File: src/rtl/cap_touch_decoder.sv
// Capacitive touch decoder: per-channel baseline calibration, hysteresis and debounce, press events.
// Optional macro CAP_TOUCH_BASELINE_TRACK_EN enables slow baseline drift tracking on untouched channels.
module cap_touch_decoder #(
    parameter int NUM_CH     = 9,
    parameter int CNT_W      = 32,
    parameter int CAL_LOG2   = 4,
    parameter int TOUCH_TH   = 200,
    parameter int RELEASE_TH = 100,
    parameter int DEBOUNCE   = 3
) (
    input  logic                    clock,
    input  logic                    reset,
    input  logic                    sensor_trigger,
    input  logic [NUM_CH*CNT_W-1:0] counts,
    output logic                    calibrated,
    output logic [NUM_CH-1:0]       touched,
    output logic                    press_valid,
    output logic [3:0]              press_index,
    output logic                    overrun
);

    localparam int ACC_W = CNT_W + CAL_LOG2;
    localparam logic [CAL_LOG2:0] CAL_CNT_LAST = (CAL_LOG2+1)'((1 << CAL_LOG2) - 1);
    localparam logic [3:0] LAST_CH = 4'(NUM_CH - 1);

    typedef enum logic [2:0] {CAL_WAIT, CAL_ACC, IDLE, SCAN, REPORT} state_t;

    state_t             state;
    logic               trig_q;
    logic [3:0]         ch;
    logic [CAL_LOG2:0]  cal_cnt;
    logic [CNT_W-1:0]   snap     [NUM_CH];
    logic [ACC_W-1:0]   acc      [NUM_CH];
    logic [CNT_W-1:0]   baseline [NUM_CH];
    logic [3:0]         deb      [NUM_CH];
    logic [NUM_CH-1:0]  st;
    logic [NUM_CH-1:0]  rise;

    logic               fall;
    logic               last_ch;
    logic [CNT_W-1:0]   cur_snap;
    logic [CNT_W-1:0]   cur_base;
    logic [CNT_W-1:0]   delta;
    logic               agree;
    logic [3:0]         deb_inc;
    logic               flip;
    logic [NUM_CH-1:0]  st_nxt;
    logic [NUM_CH-1:0]  rise_nxt;
    logic [3:0]         first_idx;
    logic [ACC_W-1:0]   acc_sum;

    // NOTE: every always_comb output gets a default first, so no path can leave a latch behind.
    always_comb begin
        fall      = trig_q & ~sensor_trigger;
        last_ch   = (ch == LAST_CH);
        cur_snap  = snap[ch];
        cur_base  = baseline[ch];
        delta     = (cur_snap > cur_base) ? cur_snap - cur_base : '0;
        agree     = st[ch] ? (delta < CNT_W'(RELEASE_TH)) : (delta >= CNT_W'(TOUCH_TH));
        deb_inc   = deb[ch] + 4'd1;
        flip      = agree && (deb_inc == 4'(DEBOUNCE));
        acc_sum   = acc[ch] + ACC_W'(cur_snap);
        st_nxt    = st;
        rise_nxt  = rise;
        if (flip) begin
            st_nxt[ch] = ~st[ch];
            if (!st[ch])
                rise_nxt[ch] = 1'b1;
        end
        // Scan from the top down so the lowest flagged channel wins.
        first_idx = '0;
        for (int i = NUM_CH - 1; i >= 0; i--)
            if (rise_nxt[i])
                first_idx = 4'(i);
    end

    // NOTE: sequential state uses non-blocking assignments only; blocking here would create order-dependent races.
    always_ff @(posedge clock) begin
        if (reset) begin
            state       <= CAL_WAIT;
            trig_q      <= 1'b0;
            ch          <= '0;
            cal_cnt     <= '0;
            st          <= '0;
            rise        <= '0;
            calibrated  <= 1'b0;
            touched     <= '0;
            press_valid <= 1'b0;
            press_index <= '0;
            overrun     <= 1'b0;
            // NOTE: the small per-channel arrays are reset on purpose: recalibration must start from zero.
            for (int i = 0; i < NUM_CH; i++) begin
                snap[i]     <= '0;
                acc[i]      <= '0;
                baseline[i] <= '0;
                deb[i]      <= '0;
            end
        end else begin
            trig_q      <= sensor_trigger;
            press_valid <= 1'b0;
            case (state)
                CAL_WAIT: begin
                    if (fall) begin
                        for (int i = 0; i < NUM_CH; i++)
                            snap[i] <= counts[i*CNT_W +: CNT_W];
                        ch    <= '0;
                        state <= CAL_ACC;
                    end
                end
                CAL_ACC: begin
                    if (fall)
                        overrun <= 1'b1;
                    acc[ch] <= acc_sum;
                    if (last_ch) begin
                        cal_cnt <= cal_cnt + 1'b1;
                        if (cal_cnt == CAL_CNT_LAST) begin
                            // The last channel's sum is still in flight, so use acc_sum for it.
                            for (int i = 0; i < NUM_CH; i++) begin
                                if (i == NUM_CH - 1)
                                    baseline[i] <= CNT_W'(acc_sum >> CAL_LOG2);
                                else
                                    baseline[i] <= CNT_W'(acc[i] >> CAL_LOG2);
                            end
                            calibrated <= 1'b1;
                            state      <= IDLE;
                        end else begin
                            state <= CAL_WAIT;
                        end
                    end else begin
                        ch <= ch + 4'd1;
                    end
                end
                IDLE: begin
                    if (fall) begin
                        for (int i = 0; i < NUM_CH; i++)
                            snap[i] <= counts[i*CNT_W +: CNT_W];
                        ch    <= '0;
                        state <= SCAN;
                    end
                end
                SCAN: begin
                    if (fall)
                        overrun <= 1'b1;
                    st      <= st_nxt;
                    rise    <= rise_nxt;
                    deb[ch] <= (flip || !agree) ? 4'd0 : deb_inc;
`ifdef CAP_TOUCH_BASELINE_TRACK_EN
                    if (!st[ch] && (delta < CNT_W'(RELEASE_TH))) begin
                        if (cur_snap > cur_base)
                            baseline[ch] <= cur_base + 1'b1;
                        else if (cur_snap < cur_base)
                            baseline[ch] <= cur_base - 1'b1;
                    end
`endif
                    if (last_ch) begin
                        // Outputs are loaded on entry to REPORT so they are valid during that cycle.
                        touched <= st_nxt;
                        if (|rise_nxt) begin
                            press_valid <= 1'b1;
                            press_index <= first_idx;
                        end
                        state <= REPORT;
                    end else begin
                        ch <= ch + 4'd1;
                    end
                end
                REPORT: begin
                    if (fall)
                        overrun <= 1'b1;
                    rise  <= '0;
                    state <= IDLE;
                end
                default: state <= CAL_WAIT;
            endcase
        end
    end

endmodule

File: config.mk
export PLATFORM = sky130hd
export DESIGN_NAME = cap_touch_decoder
export DESIGN_NICKNAME = d
export VERILOG_FILES = /design/src/rtl/cap_touch_decoder.sv
export SDC_FILE = /design/constraint.sdc
export NUM_CORES = 2
export LEC_CHECK = 0
export ABC_CLOCK_PERIOD_IN_PS = 23100
export BUFFER_PORTS_ARGS = -buffer_cell sky130_fd_sc_hd__buf_2
export CAP_MARGIN = 20
export CORE_ASPECT_RATIO = 0.5
export CORE_MARGIN = 2
export CORE_UTILIZATION = 50
export DETAILED_ROUTE_END_ITERATION = 6
export PLACE_DENSITY = 0.77
export SETUP_SLACK_MARGIN = 0.2
export SYNTH_ARGS = -nofsm -noshare
export SYNTH_HDL_FRONTEND = slang
export SYNTH_SLANG_ARGS = --single-unit
File: constraint.sdc
create_clock -name clock -period 23.1 [get_ports clock]
set_clock_uncertainty 0.2 [all_clocks]
set_input_delay 2.31 -clock clock [delete_from_list [all_inputs] [get_ports clock]]
set_output_delay 2.31 -clock clock [all_outputs]
set_load 0.05 [all_outputs]
==> summary.txt <==
Status
  • Status: completed

Layout
  • Share of cells above drive strength 1: 0.218
  • Multi-input gate area in the final layout: around 19,000 µm²
  • Area grow syn2layout: 11.5%
  • Commonest non-fill, non-tap cell in the layout: edfxtp_1
  • Fillers: roughly 8,600
  • Final instance area: 64,200 µm²
  • Reg area: between 30,000 and 40,000 µm²
  • Final cell count without fillers: 5,660
  • Nets: ~4,400
  • Fin util: 0.566
  • Most frequent cells in the layout: 1,216 x edfxtp_1, 473 x nor2_1, 329 x mux4_2

Clocking
  • Clock sink count: 1,267
  • Latest clock arrival within the worst-skew pair: ~0.73 ns
  • # resized after CTS: 0
  • Root buf cell: clkbuf_16
  • Setup Buffers After CTS: 0
  • CTS Buffer Depth: 3
  • H-tree depth: 3
  • CTS Hold Bufs: 0
  • CTS Buf Count: between 100 and 150
  • Reg clk slew, reported paths: 0.07 ns
  • CTS tree: done

Yosys
  • Register area share after synthesis: 0.652
  • Cell variety after synth: between 70 and 80
  • Yosys top cell by area: edfxtp_1
  • Mapped cell area: between 50,000 and 60,000 µm²
  • Post-synthesis async set-or-reset flop share: 0
  • EDFF count, synth: ~1,200
  • Ys flop type: edfxtp_1
  • Top-area cell type share of the netlist area: 0.634
  • Yosys Warn Count: 0
  • Syn_area_per_cell: 14.9 µm²
  • Synth area leaders: edfxtp_1 63%, mux4_2 13%, and2_1 3.4%, nor2_1 3.1%, and3_1 3.0%
  • Mapped Cells: ~3,900
  • Synthesized Nets: between 4,000 and 5,000
  • Yosys reg bits: approximately 1,300

Timing
  • TNS Setup: 0 ns
  • Min Tclk post-route: slightly below 9 ns
  • Slew Viols, Final: 0
  • Slew @ Worst Pin: about 1.2 ns
  • Worst slew margin: 0.228
  • Final Cycle Share: 0.378
  • RSZ-0062 raised after global routing: no
  • Achievable Freq: about 110 MHz
  • Final Hold Fails: 0
  • # setup viols final: 0
  • Final worst slack: between 10 and 15 ns

Power and ir drop
  • P_leak: between 20 and 25 nW
  • Maximum VDD drop: between 0.00006 and 0.00007 V
  • Power per cell area: 78.1 nW/µm²

Critical path
  • Crit Path Class: reg2reg
  • Crit path capture type: register
  • CP max FO: 87
  • Worst setup SP type: register
  • CP Cell Sequence: buf_12 > buf_12 > mux4_2 > mux2i_1 > nor2_1 > a21oi_1 > ha_1 > o211ai_1 > o21ai_0 > o311ai_2 > o21ai_1 > a21oi_1 > o21ai_0 > a211oi_1 > or4_4 > nor4b_2 > o31ai_4 > buf_4 > nor3_1 > and2_1
  • Worst reg2reg setup slack: between 10 and 15 ns
  • Required @ worst endpoint: between 20 and 25 ns
  • CP bufs+invs: 3
  • Crit-path slowest cell: dfxtp_4
  • Cell family with most CP delay: simple AND/OR/NAND/NOR gates
  • CP max stage delay: about 0.8 ns
  • Arrival @ worst endpoint: approximately 9.1 ns

Detailed routing
  • ANT nets after route: 0
  • Via Count: 35,400
  • Drt drc: 0
  • Final WL: 150,000 µm
  • DRT iter0 DRCs: around 4,300
  • DR WL/cell: 26.4 µm
  • Router iterations before antenna repair: 5
  • Drt via density: approximately 6.3

Floorplan
  • Die height: between 200 and 250 µm
  • Top Ports: between 300 and 400
  • Rows: 87
  • Total core area: 113,000 µm²
  • Initial Util: 0.508
  • Die extent in x: slightly below 500 µm
  • Die footprint: roughly 120,000 µm²

Global routing
  • Largest net degree at the start of global routing: 189
  • Number of global-route vias before repair: 35,100
  • Initial antenna violation count: 10
  • Total grt overflow: 0
  • Total GRT Usage: 0.251
  • First-pass GRT wire length: between 200,000 and 250,000 µm

Place
  • Post-placement cell count: 5,443
  • Area after DPL: about 61,000 µm²
  • Post-detail-place hpwl: slightly below 90,000 µm
  • Port Buffers: 306
  • Final GP Congestion: around 0.92
  • Post-Place Setup Slack: about 14 ns

Min path
  • Hold WC Path Type: reg2reg

Flow run
  • Max cap viols: 0
## routing by layer
metal / wire (µm) / share of wire / GRT usage / vias to the layer above
li1: - / - / - / 15000
met1: 57400 / 0.38 / 0.352 / 17900
met2: 69900 / 0.47 / 0.393 / 2189
met3: 17900 / 0.12 / 0.0608 / 315
met4: 4300 / 0.029 / 0.0719 / 4
met5: 24 / 0.00016 / 0 / -
## layout make-up
| cell class | count | area share |
|---|---|---|
| clock inverters | 69 | 0.0108 |
| multi-input cells | 2239 | 0.294 |
| inverters | 70 | 0.00409 |
| repair buffers | 357 | 0.0312 |
| diodes | 9 | 0.000351 |
| clock buffers | 136 | 0.0452 |
| flip-flops and latches | 1267 | 0.585 |
| well taps | 1513 | 0.0295 |
## cell families after synthesis
kind of cell               Yosys count  synth area share
xor gates and xnor gates            55           0.00836
DFF                               1267             0.652
muxes                              404             0.142
adders and majority gates           74            0.0163
buffers and inverters              361            0.0237
AOI/OAI and AO/OA                  339            0.0370
and+or+nand+nor                   1367             0.121
## tightest hold or removal path, cell delays in order, from the launching register on
cell and delay, ns:
dfxtp_1 0.31, nand2_1 0.05, a21oi_1 0.06
## power breakdown
part | switching [W] | total, W | internal, W
logic | 0.000321 | 0.000488 | 0.000167
registers | 0.0000287 | 0.00265 | 0.00262
clock network | 0.000848 | 0.00188 | 0.00103
total | 0.00120 | 0.00502 | 0.00382
## stage by stage
stage / hold WS, ns / power (W)
global placement: 0.246 / 0.00316
detailed placement: 0.250 / 0.00318
CTS: 0.260 / 0.00501
finish: 0.264 / 0.00502
global route: 0.276 / 0.00515
floorplan: 0.242 / 0.00303
## Yosys cell counts, types with 6 or more instances
cell,instances
dfxtp_1,51
buf_1,37
o21a_1,13
clkbuf_1,245
a21oi_1,116
nand2b_1,14
xnor2_1,27
nand2_1,149
nor4_1,26
nor2_1,473
nor2b_1,17
inv_1,69
nor3_1,31
mux4_2,329
a31oi_1,8
xor2_1,28
o31ai_1,8
a21o_1,38
and3_1,275
o21bai_1,6
or3_1,7
ha_1,72
buf_2,9
nand3_1,20
mux2i_1,72
a211oi_1,6
nand4_1,20
o21ai_0,82
edfxtp_1,1216
and2_1,312
## sequential cells by signal (all words and copies together), names as in the netlist, 3 cells and up, named ones only
signal,flops
state,3
press_index,4
rise,9
baseline,288
cal_cnt,5
st,9
deb,64
snap,288
acc,576
touched,9
ch,4
## path summary, 6_finish.rpt
| kind | end | startpoint | depth (start not counted) |
|---|---|---|---|
| worst max-delay path | deb[5][1] | register | 20 |
| worst min-delay path | touched[4] | touched[4] | 2 |
| worst max register to register | deb[5][1] | register | 20 |
| worst min register to register | touched[4] | touched[4] | 2 |
Note: power is estimated with default switching activity, not from simulation.
